$ cat config.mk
export PLATFORM = sky130hd
export DESIGN_NAME = known_ch_table
export DESIGN_NICKNAME = d
export VERILOG_FILES = /design/src/rtl/known_ch_table.sv
export SDC_FILE = /design/constraint.sdc
export NUM_CORES = 1
export LEC_CHECK = 0
export CAP_MARGIN = 10
export CORE_UTILIZATION = 30
export CTS_BUF_LIST = sky130_fd_sc_hd__clkbuf_8
export DETAILED_ROUTE_END_ITERATION = 12
export GPL_TIMING_DRIVEN = 0
export PLACE_DENSITY = 0.51
export SKIP_CTS_REPAIR_TIMING = 1
export SYNTH_ARGS = -nofsm -noshare
export SYNTH_HDL_FRONTEND = slang
export SYNTH_SLANG_ARGS = --single-unit
$ cat constraint.sdc
create_clock -name clk -period 14.5 [get_ports clk]
set_input_delay 2.175 -clock clk [delete_from_list [all_inputs] [get_ports clk]]
set_output_delay 2.175 -clock clk [all_outputs]
set_load 0.01 [all_outputs]
$ cat src/rtl/known_ch_table.sv
// Known cluster-head table for EER-RL routing: stores advertised CHs, ages them per
// heartbeat round, and continuously registers the best CH (highest Q-value) and its hop count.
module known_ch_table #(
    parameter int WORD_WIDTH  = 16,
    parameter int NUM_ENTRIES = 5
) (
    input  logic                  clk,
    input  logic                  nrst,
    input  logic                  en_KCH,
    input  logic                  HB_reset,
    input  logic [WORD_WIDTH-1:0] HB_CHlimit,
    input  logic [WORD_WIDTH-1:0] fCH_ID,
    input  logic [WORD_WIDTH-1:0] fCH_Hops,
    input  logic [WORD_WIDTH-1:0] fCH_QValue,
    output logic [WORD_WIDTH-1:0] chosenCH,
    output logic [WORD_WIDTH-1:0] hopsfromCH
);

    localparam int IDX_W = (NUM_ENTRIES > 1) ? $clog2(NUM_ENTRIES) : 1;
    localparam logic [WORD_WIDTH-1:0] ALL_ONES = {WORD_WIDTH{1'b1}};

    logic                  ent_valid [NUM_ENTRIES];
    logic [WORD_WIDTH-1:0] ent_id    [NUM_ENTRIES];
    logic [WORD_WIDTH-1:0] ent_hops  [NUM_ENTRIES];
    logic [WORD_WIDTH-1:0] ent_q     [NUM_ENTRIES];
    logic [WORD_WIDTH-1:0] ent_age   [NUM_ENTRIES];

    logic                  valid_aged [NUM_ENTRIES];
    logic [WORD_WIDTH-1:0] age_aged   [NUM_ENTRIES];
    logic [WORD_WIDTH-1:0] age_inc    [NUM_ENTRIES];

    logic                  valid_nxt [NUM_ENTRIES];
    logic [WORD_WIDTH-1:0] id_nxt    [NUM_ENTRIES];
    logic [WORD_WIDTH-1:0] hops_nxt  [NUM_ENTRIES];
    logic [WORD_WIDTH-1:0] q_nxt     [NUM_ENTRIES];
    logic [WORD_WIDTH-1:0] age_nxt   [NUM_ENTRIES];

    logic             write_ok;
    logic             match_hit;
    logic [IDX_W-1:0] match_idx;
    logic             free_hit;
    logic [IDX_W-1:0] free_idx;
    logic             vic_found;
    logic [IDX_W-1:0] vic_idx;
    logic [WORD_WIDTH-1:0] vic_q;
    logic             do_write;
    logic [IDX_W-1:0] tgt_idx;

    logic                  sel_found;
    logic [WORD_WIDTH-1:0] sel_id;
    logic [WORD_WIDTH-1:0] sel_hops;
    logic [WORD_WIDTH-1:0] sel_q;

    // Heartbeat aging: saturating increment, drop once the limit is reached (limit 0 = never).
    always_comb begin
        for (int i = 0; i < NUM_ENTRIES; i++) begin
            age_inc[i]    = (ent_age[i] == ALL_ONES) ? ent_age[i] : ent_age[i] + WORD_WIDTH'(1);
            valid_aged[i] = ent_valid[i];
            age_aged[i]   = ent_age[i];
            if (HB_reset && ent_valid[i]) begin
                age_aged[i]   = age_inc[i];
                valid_aged[i] = !((HB_CHlimit != '0) && (age_inc[i] >= HB_CHlimit));
            end
        end
    end

    // Refresh matches against pre-aging validity so a same-cycle refresh rescues the entry;
    // free-slot and victim search see the table after aging has been applied.
    always_comb begin
        write_ok  = en_KCH && (fCH_ID != '0) && (fCH_Hops != ALL_ONES);
        match_hit = 1'b0;
        match_idx = '0;
        free_hit  = 1'b0;
        free_idx  = '0;
        vic_found = 1'b0;
        vic_idx   = '0;
        vic_q     = ALL_ONES;
        for (int i = 0; i < NUM_ENTRIES; i++) begin
            if (!match_hit && ent_valid[i] && (ent_id[i] == fCH_ID)) begin
                match_hit = 1'b1;
                match_idx = IDX_W'(i);
            end
            if (!free_hit && !valid_aged[i]) begin
                free_hit = 1'b1;
                free_idx = IDX_W'(i);
            end
            if (valid_aged[i] && (!vic_found || (ent_q[i] < vic_q))) begin
                vic_found = 1'b1;
                vic_idx   = IDX_W'(i);
                vic_q     = ent_q[i];
            end
        end

        do_write = 1'b0;
        tgt_idx  = '0;
        if (write_ok) begin
            if (match_hit) begin
                do_write = 1'b1;
                tgt_idx  = match_idx;
            end else if (free_hit) begin
                do_write = 1'b1;
                tgt_idx  = free_idx;
            end else if (vic_found && (fCH_QValue > vic_q)) begin
                do_write = 1'b1;
                tgt_idx  = vic_idx;
            end
        end
    end

    always_comb begin
        for (int i = 0; i < NUM_ENTRIES; i++) begin
            valid_nxt[i] = valid_aged[i];
            age_nxt[i]   = age_aged[i];
            id_nxt[i]    = ent_id[i];
            hops_nxt[i]  = ent_hops[i];
            q_nxt[i]     = ent_q[i];
            if (do_write && (tgt_idx == IDX_W'(i))) begin
                valid_nxt[i] = 1'b1;
                age_nxt[i]   = '0;
                id_nxt[i]    = fCH_ID;
                hops_nxt[i]  = fCH_Hops;
                q_nxt[i]     = fCH_QValue;
            end
        end
    end

    // Best CH: highest Q, then fewer hops, then lowest index (strict compares keep the earlier slot).
    always_comb begin
        sel_found = 1'b0;
        sel_id    = '0;
        sel_hops  = ALL_ONES;
        sel_q     = '0;
        for (int i = 0; i < NUM_ENTRIES; i++) begin
            if (ent_valid[i] && (!sel_found || (ent_q[i] > sel_q) ||
                                 ((ent_q[i] == sel_q) && (ent_hops[i] < sel_hops)))) begin
                sel_found = 1'b1;
                sel_id    = ent_id[i];
                sel_hops  = ent_hops[i];
                sel_q     = ent_q[i];
            end
        end
    end

    always_ff @(posedge clk or negedge nrst) begin
        if (!nrst) begin
            for (int i = 0; i < NUM_ENTRIES; i++) begin
                ent_valid[i] <= 1'b0;
                ent_id[i]    <= '0;
                ent_hops[i]  <= '0;
                ent_q[i]     <= '0;
                ent_age[i]   <= '0;
            end
        end else begin
            for (int i = 0; i < NUM_ENTRIES; i++) begin
                ent_valid[i] <= valid_nxt[i];
                ent_id[i]    <= id_nxt[i];
                ent_hops[i]  <= hops_nxt[i];
                ent_q[i]     <= q_nxt[i];
                ent_age[i]   <= age_nxt[i];
            end
        end
    end

    always_ff @(posedge clk or negedge nrst) begin
        if (!nrst) begin
            chosenCH   <= '0;
            hopsfromCH <= ALL_ONES;
        end else begin
            chosenCH   <= sel_id;
            hopsfromCH <= sel_hops;
        end
    end

endmodule

==> flow_metrics.tcl, run 1 <==
set metrics [dict create \
    clkLatencyLatePin_ns 0.71 \
    cts_buffers 74 \
    synth_top_cells_by_area "dfrtp_1 (33%), ha_1 (14%), mux2_2 (11%)" \
    slew_headroom_pct 9.44 \
    cp-start-kind "input pin" \
    fillers 8409 \
    synth_nets 3020 \
    synth_area_sq_um 25700 \
    worstRegToRegCells 87 \
    area_growth_pct 27.8 \
    dr.pass1.iters 5 \
    hold_class "flip-flop to flip-flop" \
    synth_ff_type "dfrtp_1" \
    critical_path_required_ns 15.06 \
    clk_pin_slew_ns 0.06 \
    drive_gt1_share_pct 26.4 \
    fp.coreArea_sq_um 84200 \
    yosysMostFrequentCell "dfrtp_1" \
    cts_tree "built" \
    grt_pass1_wl_mm 124 \
    grt_pass1_vias 20412 \
    critPathMaxStageDelay_ns 0.50 \
    die_area_sq_um 86900 \
    worstPathMaxFanout 8 \
    whs_ns 0.519 \
    min_path_cells 1 \
    clock-skew-final_ns 0.0647 \
    yosysSeqAreaShare_pct 34.8 \
    drc_errors 0 \
    rrSetupSlack_ns -1.07 \
    drv_slew 0 \
    cp.arrival_ns 16.23 \
    path_class "input pin to flip-flop" \
    ys_seq_elements 357 \
    start_util_pct 30.5 \
    worst_slew_pin_slew_ns 1.34 \
    endpoint_kind "flip-flop" \
    avgSynthCellArea_sq_um 9.62 \
    synth_cell_type_count 75 \
    cts_max_level 3 \
    setup_viol 325 \
    holdPathEnd "ent_hops[12]$_DFFE_PN0P_" \
    slowest_stage "o41a_1" \
    grt_max_degree 96 \
    synth_top_area_share_pct 33.2 \
    maxCapViolCount 0 \
    syn-instance-count 2672 \
    via_per_inst 5.05 \
    netlist_top_cells_count "dfrtp_1 (341), ha_1 (280), nor2_1 (264), mux2_2 (257), a21oi_1 (172)" \
    cts_sinks 357 \
    hold_start "ent_hops[12]$_DFFE_PN0P_" \
    ys_async_sr_fraction_pct 100 \
    violations "negative setup slack" \
    timing.rr.end "ent_q[68]$_DFFE_PN0P_" \
    crit_path_frequent_cell "buf_12" \
    vias 21083 \
    wire_per_inst_microns 20.2 \
    cts_root_buf "clkbuf_8" \
    antenna_left 0 \
    drt_iter0_drc 1131 \
    regToRegStartpoint "ent_age[71]$_DFFE_PN0P_" \
    grt_usage_pct 18.7 \
    fin_crit_ns 15.67 \
    port_buffers 98 \
    rows 106 \
    fmax_mhz 63.8 \
    cts_buffer_depth 3 \
    rsz0062_at_grt "true" \
    antenna_found_initial 4 \
    die_x_microns 295 \
    finalCritPeriodShare_pct 108 \
    pin_count 100 \
    dieHeight_microns 295 \
    hold_viol 0 \
    hpwl_mm 60.5 \
    synth_warnings 0 \
    grt_overflow 0 \
    place_congestion 0.852 \
    status "finished, violations left" \
    synth_edf_count 0 \
    setup_ws_ns -1.17 \
    utilization_pct 39.0 \
    finalWirelength_mm 84.2 \
    fin_nets 3328 \
    yosys.area.top_type "dfrtp_1" \
]
stage by stage:
step / setup WS [ns] / area (sq um) / setup TNS, ns / instances
floorplan: 0.00530 / 26000 / 0 / 2672
global placement: -6.12 / 28400 / -3446.02 / 3904
detailed placement: -4.22 / 28500 / -1350.58 / 3907
CTS: -3.88 / 30100 / -1239.54 / 4041
global route: -1.71 / 32900 / -487.93 / 4173
finish: -1.17 / 32900 / -314.75 / 4173
worst max-delay path: cells and delay by family:
family | cells | cell delay, ns
compound gates | 29 | 5.27
fa+ha+maj | 6 | 1.53
buf+inv | 19 | 2.66
mux | 3 | 0.95
simple gates | 22 | 3.55
per-layer routing:
metal	part of all wire, %	track usage, %	vias up
li1	-	-	10222
met1	46	24.7	10286
met2	47	30.5	439
met3	4.4	3.42	134
met4	2.9	6.20	2
met5	0.014	0	-
cell type report:
type                            instances  area [sq um]  share of cell area [%]
Clock buffer                           94          1290                    3.94
Timing Repair Buffer                  235          2410                    7.34
Clock inverter                         40           258                   0.784
Sequential cell                       357          8960                    27.3
Buffer                                116          1020                    3.11
Inverter                              112           465                    1.42
Antenna cell                            1          2.50                 0.00762
Tap cell                             1134          1420                    4.32
Multi-Input combinational cell       2084         17000                    51.8
placed cells by master (no fill, tap or decap), types with 17 or more instances in the layout:
cell type | synthesis | layout
nand4_1 | 74 | 74
clkdlybuf4s50_1 | 0 | 81
a21oi_1 | 172 | 149
a21o_1 | 54 | 54
a22oi_1 | 18 | 17
inv_1 | 110 | 112
nor2b_1 | 25 | 24
clkbuf_2 | 0 | 17
xnor2_1 | 124 | 124
mux2_4 | 0 | 92
nor2_4 | 0 | 19
clkbuf_1 | 73 | 46
nor2_1 | 264 | 225
nor3_1 | 46 | 41
and2_1 | 28 | 27
nand3_1 | 69 | 68
nand2b_1 | 46 | 45
o21a_1 | 36 | 36
clkbuf_8 | 0 | 94
mux2_2 | 257 | 202
mux2i_1 | 35 | 32
dfrtp_1 | 341 | 339
nand2_1 | 152 | 150
buf_4 | 11 | 112
buf_12 | 0 | 28
xor2_1 | 65 | 65
ha_1 | 280 | 265
o21ai_0 | 103 | 92
nor2_2 | 0 | 20
registers in the layout (all words and copies together), names as in the netlist:
| register | flops |
|---|---|
| chosenCH | 16 |
| ent_age | 80 |
| ent_hops | 80 |
| ent_id | 80 |
| ent_q | 80 |
| ent_valid | 5 |
| hopsfromCH | 16 |
cell families (layout without fill, tap and decap cells):
family	count (synthesis)	after routing	share of synthesized area, %
flip-flops	357	357	34.8
multiplexers	338	338	14.6
buffers and inverters	231	597	3.64
AO/OA/AOI/OAI	490	490	12.0
adder cells (fa/ha/maj)	281	281	13.7
other	0	1	0
AND/OR/NAND/NOR	786	786	14.8
XOR/XNOR	189	189	6.44
how the worst max path moves through the flow:
| stage | end | slack (ns) | cells past startpoint | startpoint |
|---|---|---|---|---|
| floorplan | ent_hops[15]$_DFFE_PN0P_ | 0.005 | 74 | HB_CHlimit[15] |
| global placement | chosenCH[1]$_DFF_PN0_ | -6.12 | 1 | nrst |
| detailed placement | ent_age[5]$_DFFE_PN0P_ | -4.22 | 78 | HB_CHlimit[15] |
| CTS | ent_age[4]$_DFFE_PN0P_ | -3.88 | 88 | ent_age[68]$_DFFE_PN0P_ |
| global route | ent_hops[12]$_DFFE_PN0P_ | -1.71 | 86 | ent_age[71]$_DFFE_PN0P_ |
| finish | ent_q[68]$_DFFE_PN0P_ | -1.17 | 79 | HB_CHlimit[12] |
Power of run 1 is left out: the tool's default activity adds up to more than one toggle a clock period on the data nets, which glitch-free logic cannot reach.
==> run 2, diff against run 1 <==
--- a/config.mk
+++ b/config.mk
@@ -6,6 +6,7 @@
 export NUM_CORES = 1
 export LEC_CHECK = 0
 export CAP_MARGIN = 10
+export CORE_MARGIN = 4
 export CORE_UTILIZATION = 30
 export CTS_BUF_LIST = sky130_fd_sc_hd__clkbuf_8
 export DETAILED_ROUTE_END_ITERATION = 12
==> run 2 against run 1 <==
  * The flow still finishes with violations (negative setup slack)
  * Routed wire length rose by 3.3%
  * Die area rose by 4.1%
  * Core utilization rose by 0.78 points
  * Critical path depth rose by 1
  * Cell area rose by 3.1%
  * Hold slack got worse by 0.0035 ns
  * Largest cell class unchanged
  * Highest routed layer unchanged
==> flow_metrics.tcl, run 2 (same netlist as run 1, synthesis figures left out) <==
set metrics [dict create \
    critical_path_required_ns 15.08 \
    endpoint_kind "flip-flop" \
    dieHeight_microns 301 \
    rows 107 \
    place_congestion 0.833 \
    holdPathEnd "ent_hops[48]$_DFFE_PN0P_" \
    worstPathMaxFanout 8 \
    whs_ns 0.516 \
    rrSetupSlack_ns -0.79 \
    final_common_cell "dfrtp_1" \
    cts_sinks 357 \
    setup_ws_ns -0.908 \
    die_area_sq_um 90400 \
    antenna_found_initial 4 \
    drive_gt1_share_pct 29.5 \
    hold_class "flip-flop to flip-flop" \
    hpwl_mm 61.2 \
    worst_slew_pin_slew_ns 1.31 \
    cts_max_level 3 \
    fin_area_sq_um 33900 \
    clk_pin_slew_ns 0.05 \
    fin_nets 3362 \
    finalCritPeriodShare_pct 106 \
    clock-skew-final_ns 0.0475 \
    antenna_left 0 \
    critPathMaxStageDelay_ns 0.49 \
    drc_errors 0 \
    die_x_microns 301 \
    cts_tree "built" \
    via_per_inst 5.07 \
    cp.arrival_ns 15.99 \
    maxCapViolCount 0 \
    rsz0062_at_grt "true" \
    drt_iter0_drc 1231 \
    crit_path_frequent_cell "buf_12" \
    hold_start "ent_hops[48]$_DFFE_PN0P_" \
    timing.rr.end "ent_q[6]$_DFFE_PN0P_" \
    regToRegStartpoint "ent_age[71]$_DFFE_PN0P_" \
    utilization_pct 39.8 \
    wire_per_inst_microns 20.6 \
    grt_pass1_wl_mm 124 \
    final_cell_mix "dfrtp_1 (338), ha_1 (253), mux2_2 (230)" \
    placed_area_sq_um 28500 \
    grt_pass1_vias 20672 \
    fin_crit_ns 15.41 \
    port_buffers 98 \
    setup_viol 325 \
    fmax_mhz 64.9 \
    grt_max_degree 110 \
    cts_buffers 75 \
    cts_buffer_depth 3 \
    min_path_cells 1 \
    clkLatencyLatePin_ns 0.72 \
    violations "negative setup slack" \
    worstRegToRegCells 87 \
    area_growth_pct 31.8 \
    start_util_pct 30.2 \
    status "finished, violations left" \
    dr.pass1.iters 7 \
    grt_overflow 0 \
    cp-start-kind "input pin" \
    grt_usage_pct 17.7 \
    fp.coreArea_sq_um 85100 \
    cts_root_buf "clkbuf_8" \
    slowest_stage "o41a_1" \
    drv_slew 0 \
    pin_count 100 \
    dp_slack_ns -4.20 \
    path_class "input pin to flip-flop" \
    vias 21371 \
    slew_headroom_pct 11.9 \
    finalWirelength_mm 86.9 \
    hold_viol 0 \
]
-- run 2: per-stage QoR --
step | setup TNS (ns) | cells
after floorplan | 0 | 2672
after global placement | -3443.17 | 3914
after detailed placement | -1348.48 | 3917
after CTS | -1248.07 | 4051
after global routing | -444.57 | 4218
final | -244.92 | 4219
-- run 2: how the worst max path moves through the flow --
stage,from,end,slack (ns),cells after the start
2_1_floorplan,HB_CHlimit[15],ent_hops[15]$_DFFE_PN0P_,0.005,74
3_3_place_gp,nrst,chosenCH[0]$_DFF_PN0_,-6.10,1
3_5_place_dp,HB_CHlimit[0],ent_age[7]$_DFFE_PN0P_,-4.20,78
4_1_cts,ent_age[68]$_DFFE_PN0P_,ent_age[8]$_DFFE_PN0P_,-3.89,88
5_1_grt,ent_age[71]$_DFFE_PN0P_,ent_q[2]$_DFFE_PN0P_,-1.52,91
6_report,HB_CHlimit[13],ent_q[6]$_DFFE_PN0P_,-0.91,80
-- run 2: area by class of cell --
cell class                 instances  area [sq um]
clock buffer                      95          1310
multi-input combinational       2084         17300
antenna                            4          10.0
clock inverter                    39           340
sequential                       357          8960
timing repair buffer             268          2900
inverter                         112           467
buffer                           116          1140
tap                             1144          1430
fill                            8435         51300
-- run 2: worst max-delay path: cells and delay by family --
family | cells | cell delay [ns]
AOI/OAI and AO/OA | 32 | 5.67
adders and majority gates | 6 | 1.44
buffers and inverters | 20 | 2.86
muxes | 3 | 0.88
and+or+nand+nor | 19 | 2.87
-- run 2: metal layers --
| layer | GRT usage, % | wire length [microns] | up-vias |
|---|---|---|---|
| li1 | - | - | 10303 |
| met1 | 23.5 | 39500 | 10511 |
| met2 | 29.1 | 40600 | 404 |
| met3 | 3.32 | 3720 | 151 |
| met4 | 5.89 | 3110 | 2 |
| met5 | 0 | 13 | - |
Power of run 2 is left out for the same reason.
